**src/rtl/alu181_core.sv**
```systemverilog
// alu181_core: 8-bit registered ALU with a 74181-style function set.
//
// Ports:
//   CLK       rising-edge clock
//   RST       synchronous, active-high reset (F=0, CarryOut=1, Zero=1)
//   A, B      operands (WIDTH bits)
//   CarryIn   carry/borrow input for arithmetic ops; ignored in logic mode
//   Mode      1 = logic function, 0 = arithmetic operation
//   Selector  function code within the selected mode
//   F         registered result
//   CarryOut  registered carry/borrow flag, active-low (0 = carry/borrow)
//   Zero      registered zero flag, active-low (0 = F is all zeros)
//
// Timing: there is no handshake. Every cycle is accepted unconditionally
// (the implicit valid is always 1 and the implicit ready is always 1).
// The result of the inputs present at a rising edge appears on F/CarryOut/Zero
// right after that edge, so the latency is one cycle.
module alu181_core #(
  parameter int WIDTH = 8
) (
  input  logic             CLK,
  input  logic             RST,
  input  logic [WIDTH-1:0] A,
  input  logic [WIDTH-1:0] B,
  input  logic             CarryIn,
  input  logic             Mode,
  input  logic [3:0]       Selector,
  output logic [WIDTH-1:0] F,
  output logic             CarryOut,
  output logic             Zero
);

  localparam logic [3:0] SEL_DEC = 4'h0;
  localparam logic [3:0] SEL_DBL = 4'h3;
  localparam logic [3:0] SEL_ADD = 4'h6;
  localparam logic [3:0] SEL_SUB = 4'h9;
  localparam logic [3:0] SEL_EX  = 4'hC;
  localparam logic [3:0] SEL_INC = 4'hF;

  // Operands are widened by one bit so that bit WIDTH of the sum/difference
  // is the carry (add-type) or the borrow (subtract-type, wraps negative).
  logic [WIDTH:0]   a_ext;
  logic [WIDTH:0]   b_ext;
  logic [WIDTH:0]   cin_ext;
  logic [WIDTH:0]   ncin_ext;
  logic [WIDTH:0]   sum;
  logic [WIDTH-1:0] f_next;
  logic             carry_evt;   // active-high: a carry or borrow occurred
  logic             hold_carry;  // logic mode leaves CarryOut untouched

  assign a_ext    = {1'b0, A};
  assign b_ext    = {1'b0, B};
  assign cin_ext  = {{WIDTH{1'b0}}, CarryIn};
  assign ncin_ext = {{WIDTH{1'b0}}, ~CarryIn};

  always_comb begin
    sum        = a_ext;
    f_next     = A;
    carry_evt  = 1'b0;
    hold_carry = 1'b0;
    if (Mode) begin
      hold_carry = 1'b1;
      case (Selector)
        4'h0: f_next = A;
        4'h1: f_next = A | B;
        4'h2: f_next = A | ~B;
        4'h3: f_next = {WIDTH{1'b1}};
        4'h4: f_next = A & B;
        4'h5: f_next = B;
        4'h6: f_next = ~(A ^ B);
        4'h7: f_next = ~A | B;
        4'h8: f_next = A & ~B;
        4'h9: f_next = A ^ B;
        4'hA: f_next = ~B;
        4'hB: f_next = ~(A & B);
        4'hC: f_next = {WIDTH{1'b0}};
        4'hD: f_next = ~A & B;
        4'hE: f_next = ~(A | B);
        default: f_next = ~A;
      endcase
    end else begin
      case (Selector)
        SEL_DEC: begin
          sum       = a_ext - cin_ext;
          f_next    = sum[WIDTH-1:0];
          carry_evt = sum[WIDTH];
        end
        SEL_DBL: begin
          sum       = a_ext + a_ext + cin_ext;
          f_next    = sum[WIDTH-1:0];
          carry_evt = sum[WIDTH];
        end
        SEL_ADD: begin
          sum       = a_ext + b_ext + cin_ext;
          f_next    = sum[WIDTH-1:0];
          carry_evt = sum[WIDTH];
        end
        SEL_SUB: begin
          sum       = a_ext - b_ext - cin_ext;
          f_next    = sum[WIDTH-1:0];
          carry_evt = sum[WIDTH];
        end
        SEL_EX: begin
          f_next = {WIDTH{CarryIn}};
        end
        SEL_INC: begin
          // CarryIn is inverted: CarryIn=0 means increment by one.
          sum       = a_ext + ncin_ext;
          f_next    = sum[WIDTH-1:0];
          carry_evt = sum[WIDTH];
        end
        default: f_next = A;
      endcase
    end
  end

  always_ff @(posedge CLK) begin
    if (RST) begin
      F        <= '0;
      CarryOut <= 1'b1;
      Zero     <= 1'b1;
    end else begin
      F <= f_next;
      if (!hold_carry) begin
        CarryOut <= ~carry_evt;
      end
      Zero <= |f_next;
    end
  end

endmodule

```
**config.mk**
```make
export PLATFORM = sky130hd
export DESIGN_NAME = alu181_core
export DESIGN_NICKNAME = d
export VERILOG_FILES = /design/src/rtl/alu181_core.sv
export SDC_FILE = /design/constraint.sdc
export NUM_CORES = 1
export LEC_CHECK = 0
export CORE_MARGIN = 8
export CORE_UTILIZATION = 40
export DETAILED_ROUTE_END_ITERATION = 8
export GPL_ROUTABILITY_DRIVEN = 0
export PLACE_DENSITY_LB_ADDON = 0.1
export SYNTH_ARGS = -nofsm -noshare
export SYNTH_HDL_FRONTEND = slang
export SYNTH_SLANG_ARGS = --single-unit
```
**constraint.sdc**
```tcl
create_clock -name CLK -period 2.5 [get_ports CLK]
set_input_delay 0.25 -clock CLK [delete_from_list [all_inputs] [get_ports CLK]]
set_output_delay 0.25 -clock CLK [all_outputs]
set_load 0.05 [all_outputs]
```
[Yosys cells after proc, flatten, opt, wreduce, memory -nomap -nowiden]
Cells that the tools add are included.
Operators by class
  $add $sub $neg: 8
  eq/ne operators: 15
  muxes and demuxes: 6
  bitwise operators: 14
  reductions and logical operators: 2
Operators with widths (number)
  $pmux 8 s15: 1
  $pmux 8 s6: 1
  $not 8->8: 5
  $eq 4x4->1 const B: 8
  $and 8x8->8: 3
  $or 8x8->8: 3
  $add 8x8->9: 2
  $add 9x1->9: 2
  $eq 4x3->1 const B: 4
  $add 8x1->9: 1
  $sub 8x1->9: 1
  $sub 8x8->9: 1
  $sub 9x1->9: 1
  $eq 4x2->1 const B: 2
  $mux 8: 1
  $reduce_or 8->1: 1
  $xor 8x8->8: 1
  $pmux 1 s5: 1
  $eq 4x1->1 const B: 1
  $logic_not 4->1: 1
  $mux 1: 2
  $not 1->1: 2
Storage, ports and cells
  flip-flop bits (word level): 10
  input port bits: 24
  output and inout bits: 10
  logic and storage cells: 48

[Longest topological paths before layout]
Gate-level depths: netlist (run 1).
  word-level depth: 5
  mapped depth: 13
  depth with buffers taken out: 12

[Worst setup path before layout (run 1)]
OpenSTA, ideal clock, no wires.
  path kind: input -> register
  start point: in A[3]
  end point: reg Zero
  library setup time: 0.133 ns
  arrival time: 2.563 ns
  required time: 2.367 ns
  setup slack: -0.197 ns
  stages on the path: 12
  buffers on the path: 1
  path through: clkbuf_1 > inv_1 > ha_1 > ha_1 > nor3_1 > a311oi_1 > a31oi_1 > xor2_1 > o211ai_1 > o21ai_0 > and3_1 > nand4b_1
On the way
  word-level cells in the longest chain between the ends: 5
  elaborated cells between the ends (all ways): 23
  classes of those cells: add/sub (8); mux (3); bitwise (11); reduce/logical (1)
Ends and longest elaborated chain
  start: declaration: RTL line 23  | input logic [WIDTH-1:0] A,
  $sub 8x8->9 (tied with other cells): RTL line 99  | sum = a_ext - b_ext - cin_ext;
  $sub 9x1->9 (tied with other cells): RTL line 99
  $pmux 8 s6 or $pmux 8 s15 (tied branches): RTL line 82, 63
  $mux 8 *: RTL line 61  | if (Mode) begin
  $reduce_or 8->1 *: RTL line 127  | Zero <= |f_next;
  end signal: assignment: RTL line 127
  end: declaration: RTL line 30  | output logic Zero
Every way passes the cells marked *; elsewhere a longest branch is shown, timed or not.
A chain may end at the register's enable or synchronous reset.

[Worst setup path in the final report (run 1)]
  start point: in B[0]
  end point: reg Zero
On the way
  word-level cells in the longest chain between the ends: 5
  elaborated cells between the ends (all ways): 19
  classes of those cells: add/sub (4); mux (3); bitwise (11); reduce/logical (1)
Ends and longest elaborated chain
  start: declaration: RTL line 24  | input logic [WIDTH-1:0] B,
  $sub 8x8->9 (tied with other cells): RTL line 99
  $sub 9x1->9 (tied with other cells): RTL line 99
  $pmux 8 s6 or $pmux 8 s15 (tied branches): RTL line 82, 63
  $mux 8 *: RTL line 61
  $reduce_or 8->1 *: RTL line 127
Marked as above.

==> metrics.txt, run 1 <==
TritonRoute pass-1 iters=5; Fillers=664; Mapped Cells=445; Area growth, synth to finish=62.1%; syn nets=518; Setup TNS=0 ns; # hold bufs at CTS=0; CP max stage delay=0.55 ns; YS warnings=0; asr flop ratio synth=0; worst slew pin tran=between 0.5 and 0.6 ns; CP max-delay cell=fa_2; Worst-path clk slew=about 0.05 ns; total wire length=13,600 um; Avg Vias per Cell=5.98; relative slew slack=0.640; DRT antenna net count=0; total gr overflow=0; overall power=1.53 mW; Max Clock Freq=406 MHz; sequential share of power=0.115; CTS root buf=clkbuf_8; CTS H-tree depth=1; Max Buffers Root-to-Sink=2; # DRC=0; outcome=completed; cells along the critical path=buf_6 -> buf_6 -> fa_2 -> ha_2 -> o21ai_4 -> a311oi_4 -> a31oi_2 -> xor2_1 -> o211ai_1 -> o21ai_1 -> and3_4 -> nand4b_1; FF-to-FF Start=CarryOut$_SDFFE_PP1N_; # IOs=34; Post-Syn Area=0.00323 mm^2; initial antenna violation count=0; required time worst endpoint=around 2.6 ns; Power Density=approximately 290 mW/mm^2; crit path max fanout=2; Initial Utilization=0.416; gr usage total=0.231; largest net degree at the start of global routing=18; Fin. Hold Viols=0; post-layout min period=2.46 ns; clock power share=0.131; most common cell in the netlist=ha_1; Die ar.=around 0.011 mm^2; Cell Rows=32; top_reg_cell synth=dfxtp_1; top-area cell type share of the netlist area=0.174; Hold Path Origin=CarryOut$_SDFFE_PP1N_; clk_skew=0 ns; CP most frequent cell=buf_6; CP Capture Type=flop; top cells by count, synth=ha_1 (45), nor2_1 (41), a21oi_1 (31); insertion delay to the later sink of the worst-skew pair=0.23 ns; CP Launch Type=primary input; Clock Sinks=10; Slew Limit Fails=0; Crit path arrival time=between 2 and 3 ns; Ant. Diodes=0; die height=around 110 um; Logic pwr share=0.754; Syn Area/Cell=7.27 um^2; origin of the worst setup path=B[0]; routed wire length per instance=18.8 um; nets=around 700; DRT iter0 DRCs=463; Switch Pwr=between 600 and 700 uW; RSZ-0062 raised after global routing=true; vias in the first global route=slightly above 4,000; TritonCTS clock tree=yes; port buffer count=33; CORE AREA=0.00777 mm^2; max-cap violation count=0; Num CTS Buffers=3; Hold Path Class=reg -> reg; post-synthesis cell type count=73; Crit Path Class=in -> reg; routed via count=4,334; Die Wd=106 um; first-pass GRT wire length=about 21,000 um; Leak=around 2.3 nW; Final Cycle Share=0.985; EDFF count, synth=0; dominant cell type by area after synthesis=ha_1; layout cells sized above 1=0.413; Seq/Total Area, Yosys=0.0619; main area contributors after synthesis=ha_1 (17%), dfxtp_1 (6.2%), a21oi_1 (4.8%); Sw Share=0.429; cell-internal power=876 uW; final HPWL from detailed placement=10,500 um; Final setup viols=0; worst vdd ir=175 uV; Synth Register Bits=10; R2R setup slack=between 1.5 and 2 ns
==> layout by cell type (no fill, tap or decap), types with 4 or more instances in the layout <==
master / n
buf_4: 167
nor2_1: 38
nand2_1: 29
a21oi_1: 29
ha_1: 29
o21ai_0: 20
clkdlybuf4s50_1: 19
nand3_1: 17
inv_1: 15
inv_2: 14
o22ai_1: 12
dfxtp_1: 10
nand2b_1: 10
mux2i_1: 10
ha_4: 10
xnor2_1: 8
dlygate4sd2_1: 8
o211ai_1: 7
nor3_1: 7
a211oi_1: 7
xor2_1: 7
a31oi_1: 6
ha_2: 6
buf_6: 6
o21ai_1: 5
a221oi_1: 5
and3_1: 5
and2b_1: 4
a2111oi_2: 4
nor2b_1: 4
o221ai_1: 4
o31ai_1: 4
o32ai_1: 4
clkbuf_8: 4
==> critical path, delay by kind of cell <==
family | cells | cell delay (ns)
buffers and inverters | 2 | 0.20
xor gates and xnor gates | 1 | 0.17
AOI/OAI and AO/OA | 5 | 0.91
adders and majority gates | 2 | 0.76
and+or+nand+nor | 2 | 0.30
==> area by class of cell <==
type	count	area, um^2	area share
clock buffers	4	55.1	0.0105
inverters	29	109	0.0208
multi-input cells	374	3090	0.590
flip-flops and latches	10	200	0.0382
well taps	102	128	0.0244
repair buffers	206	1660	0.316
==> repair_timing <==
action,CTS,global route
pin swaps,20,13
resized for setup,78,32
buffers inserted,12,1
gates cloned,0,0
endpoints found under the setup margin,9,6
==> state kept, by name, summed over array words and instances, names as in the netlist <==
register  flops
Zero          1
F             8
CarryOut      1
==> metal layers <==
| layer | track usage | share of wire | up-vias |
|---|---|---|---|
| met3 | 0.0284 | 0.070 | 41 |
| met4 | 0.112 | 0.048 | 0 |
| met1 | 0.293 | 0.42 | 2046 |
| met2 | 0.379 | 0.46 | 232 |
| li1 | - | - | 2015 |
| met5 | 0 | 0 | - |
==> kinds of logic after synthesis <==
logic type	Yosys count	share of synthesized area
xor+xnor	17	0.0484
mux	13	0.0495
buf+inv	61	0.0898
flops	10	0.0619
fa+ha+maj	49	0.199
simple gates	146	0.230
compound gates	149	0.321
==> path summary, 6_finish.rpt <==
path	cells after the start	to
setup / recovery	12	Zero$_SDFF_PP1_
hold reg to reg	2	CarryOut$_SDFFE_PP1N_
setup reg to reg	2	CarryOut$_SDFFE_PP1N_
hold / removal	2	CarryOut$_SDFFE_PP1N_
==> power groups by stage <==
stage	clock, mW	sequential, mW	combinational [mW]
floorplan	0	0.230	0.472
global placement	0	0.180	0.944
detailed placement	0	0.180	0.954
CTS	0.203	0.177	1.08
global route	0.215	0.178	1.23
finish	0.200	0.177	1.16
==> through the flow <==
stage / area, um^2 / hold WS (ns) / util / cells / setup WS (ns)
finish: 5240 / 0.488 / 0.675 / 725 / 0.0363
global route: 5240 / 0.520 / 0.675 / 725 / -0.0807
global placement: 4740 / 0.454 / 0.610 / 708 / -0.765
floorplan: 3250 / 0.545 / - / 445 / 0.00538
detailed placement: 4740 / 0.478 / 0.610 / 708 / -0.813
CTS: 5110 / 0.494 / 0.658 / 724 / 0.00171
Power figures use the tool's default switching activity.
==> run 2, diff against run 1 <==
RECOVER_POWER = 100   (was unset)
==> metrics.txt, run 2 (synthesis results as in run 1) <==
outcome=completed; crit path max fanout=2 (unchanged); Slew Limit Fails=0 (unchanged); port buffer count=33 (unchanged); final setup margin=0.0320 ns (-0.00428 ns); Ant. Diodes=0 (unchanged); gr usage total=0.231 (unchanged); Clock Sinks=10 (unchanged); DRT antenna net count=0 (unchanged); Switch Pwr=656 uW (-0.30%); routed wire length per instance=18.8 um (+0.19%); worst vdd ir=172 uV (-1.8%); first-pass GRT wire length=21,400 um (unchanged); vias in the first global route=4,133 (unchanged); post-place setup slack=-0.813 ns (unchanged); Area growth, synth to finish=61.8%; Power Density=291 mW/mm^2 (-0.50%); CTS H-tree depth=1 (unchanged); Worst-path clk slew=0.05 ns (about the same); # IOs=34 (unchanged); Leak=2.33 nW (+0.39%); nets=697 (unchanged); Die Wd=106 um (unchanged); CTS root buf=clkbuf_8; relative slew slack=0.640 (about the same); cell-internal power=867 uW (-0.99%); # hold bufs at CTS=0 (unchanged); die height=106 um (unchanged); Regs by FF count=F: 8 flops, CarryOut: 1 flops, Zero: 1 flops; Biggest register=F; final HPWL from detailed placement=10,500 um (unchanged); Sw Share=0.431 (+0.00170); max-cap violation count=0 (unchanged); Logic pwr share=0.753 (about the same); total gr overflow=0 (unchanged); layout cells sized above 1=0.411 (-0.00161); routed via count=4,337 (+0.069%); CP Capture Type=flop; Hold Path Class=reg -> reg; max FFs per register=8 (unchanged); required time worst endpoint=2.62 ns (about the same); Crit path arrival time=2.58 ns (about the same); Max Buffers Root-to-Sink=2 (unchanged); TritonRoute pass-1 iters=5 (unchanged); Crit Path Class=in -> reg; TritonCTS clock tree=yes; sequential share of power=0.116 (about the same); Final Cycle Share=0.987 (+0.00171); total wire length=13,700 um (+0.19%); Util after Layout=0.673 (-0.00129); Max Clock Freq=405 MHz (-0.17%); insertion delay to the later sink of the worst-skew pair=0.23 ns (about the same); initial antenna violation count=0 (unchanged); worst slew pin tran=0.526 ns (+0.00000113 ns); CORE AREA=0.00777 mm^2 (unchanged); Num CTS Buffers=3 (unchanged); Avg Vias per Cell=5.98 (about the same); Initial Utilization=0.416 (unchanged); largest net degree at the start of global routing=18 (unchanged); Fin. Hold Viols=0 (unchanged); Fillers=667 (+0.45%); CP Launch Type=primary input; Final setup viols=0 (unchanged); clk_skew=0 ns (unchanged); commonest non-fill, non-tap cells in the layout=buf_4 (165), nor2_1 (38), nand2_1 (29), a21oi_1 (29), ha_1 (29); RSZ-0062 raised after global routing=true; post-layout min period=2.47 ns (+0.00428 ns); commonest non-fill, non-tap cell in the layout=buf_4; clock power share=0.131 (about the same); Hold Slack=0.480 ns (-0.00791 ns); DRT iter0 DRCs=472 (+1.9%); Die ar.=0.0112 mm^2 (unchanged); Cell Rows=32 (unchanged); # DRC=0 (unchanged)
[run 2: metal layers]
layer  vias to the layer above  global-route usage  routed length [um]
met5                         -                   0                   0
met4                         0               0.112                 699
met3                        48              0.0284                 908
met2                       218               0.379                6270
met1                      2055               0.293                5770
li1                       2016                   -                   -
[run 2: worst paths after layout]
path	endpoint	from	slack, ns	cells past startpoint
worst max-delay path	Zero$_SDFF_PP1_	B[0]	0.03	12
worst min-delay path	CarryOut$_SDFFE_PP1N_	CarryOut$_SDFFE_PP1N_	0.48	2
worst max register to register	CarryOut$_SDFFE_PP1N_	CarryOut$_SDFFE_PP1N_	1.90	2
worst min register to register	CarryOut$_SDFFE_PP1N_	CarryOut$_SDFFE_PP1N_	0.48	2
[run 2: what timing repair did]
item | in CTS | in global routing
endpoints found under the hold margin | 0 | 0
pin swaps | 20 | 13
gates resized for setup | 78 | 32
setup endpoints to repair | 9 | 6
buffers inserted | 12 | 1
[run 2: per-stage QoR]
stage	setup TNS, ns	std cells	total power, mW	area [um^2]
after floorplan	0	445	0.701	3250
after global placement	-4.66	708	1.12	4740
after detailed placement	-4.95	708	1.13	4740
after CTS	0	724	1.46	5110
after global routing	-0.0902	725	1.61	5230
final	0	725	1.52	5230
[run 2: worst max-delay path: stages]
cell	delay (ns)
buf_6	0.09
buf_6	0.11
fa_2	0.55
ha_2	0.21
o21ai_4	0.07
a311oi_4	0.39
a31oi_2	0.14
xor2_1	0.17
o211ai_1	0.10
o21ai_1	0.22
and3_4	0.22
nand4b_1	0.08
[run 2: power groups by stage]
stage / logic (mW) / clock network (mW) / registers, mW
floorplan: 0.472 / 0 / 0.230
global placement: 0.944 / 0 / 0.180
detailed placement: 0.954 / 0 / 0.180
CTS: 1.08 / 0.203 / 0.177
global route: 1.22 / 0.215 / 0.177
finish: 1.15 / 0.200 / 0.176
[run 2: area by class of cell]
| cell class | count | area [um^2] | share of cell area |
|---|---|---|---|
| well taps | 102 | 128 | 0.0244 |
| inverters | 29 | 109 | 0.0208 |
| flip-flops and latches | 10 | 200 | 0.0383 |
| multi-input cells | 374 | 3080 | 0.590 |
| clock buffers | 4 | 55.1 | 0.0105 |
| repair buffers | 206 | 1650 | 0.316 |
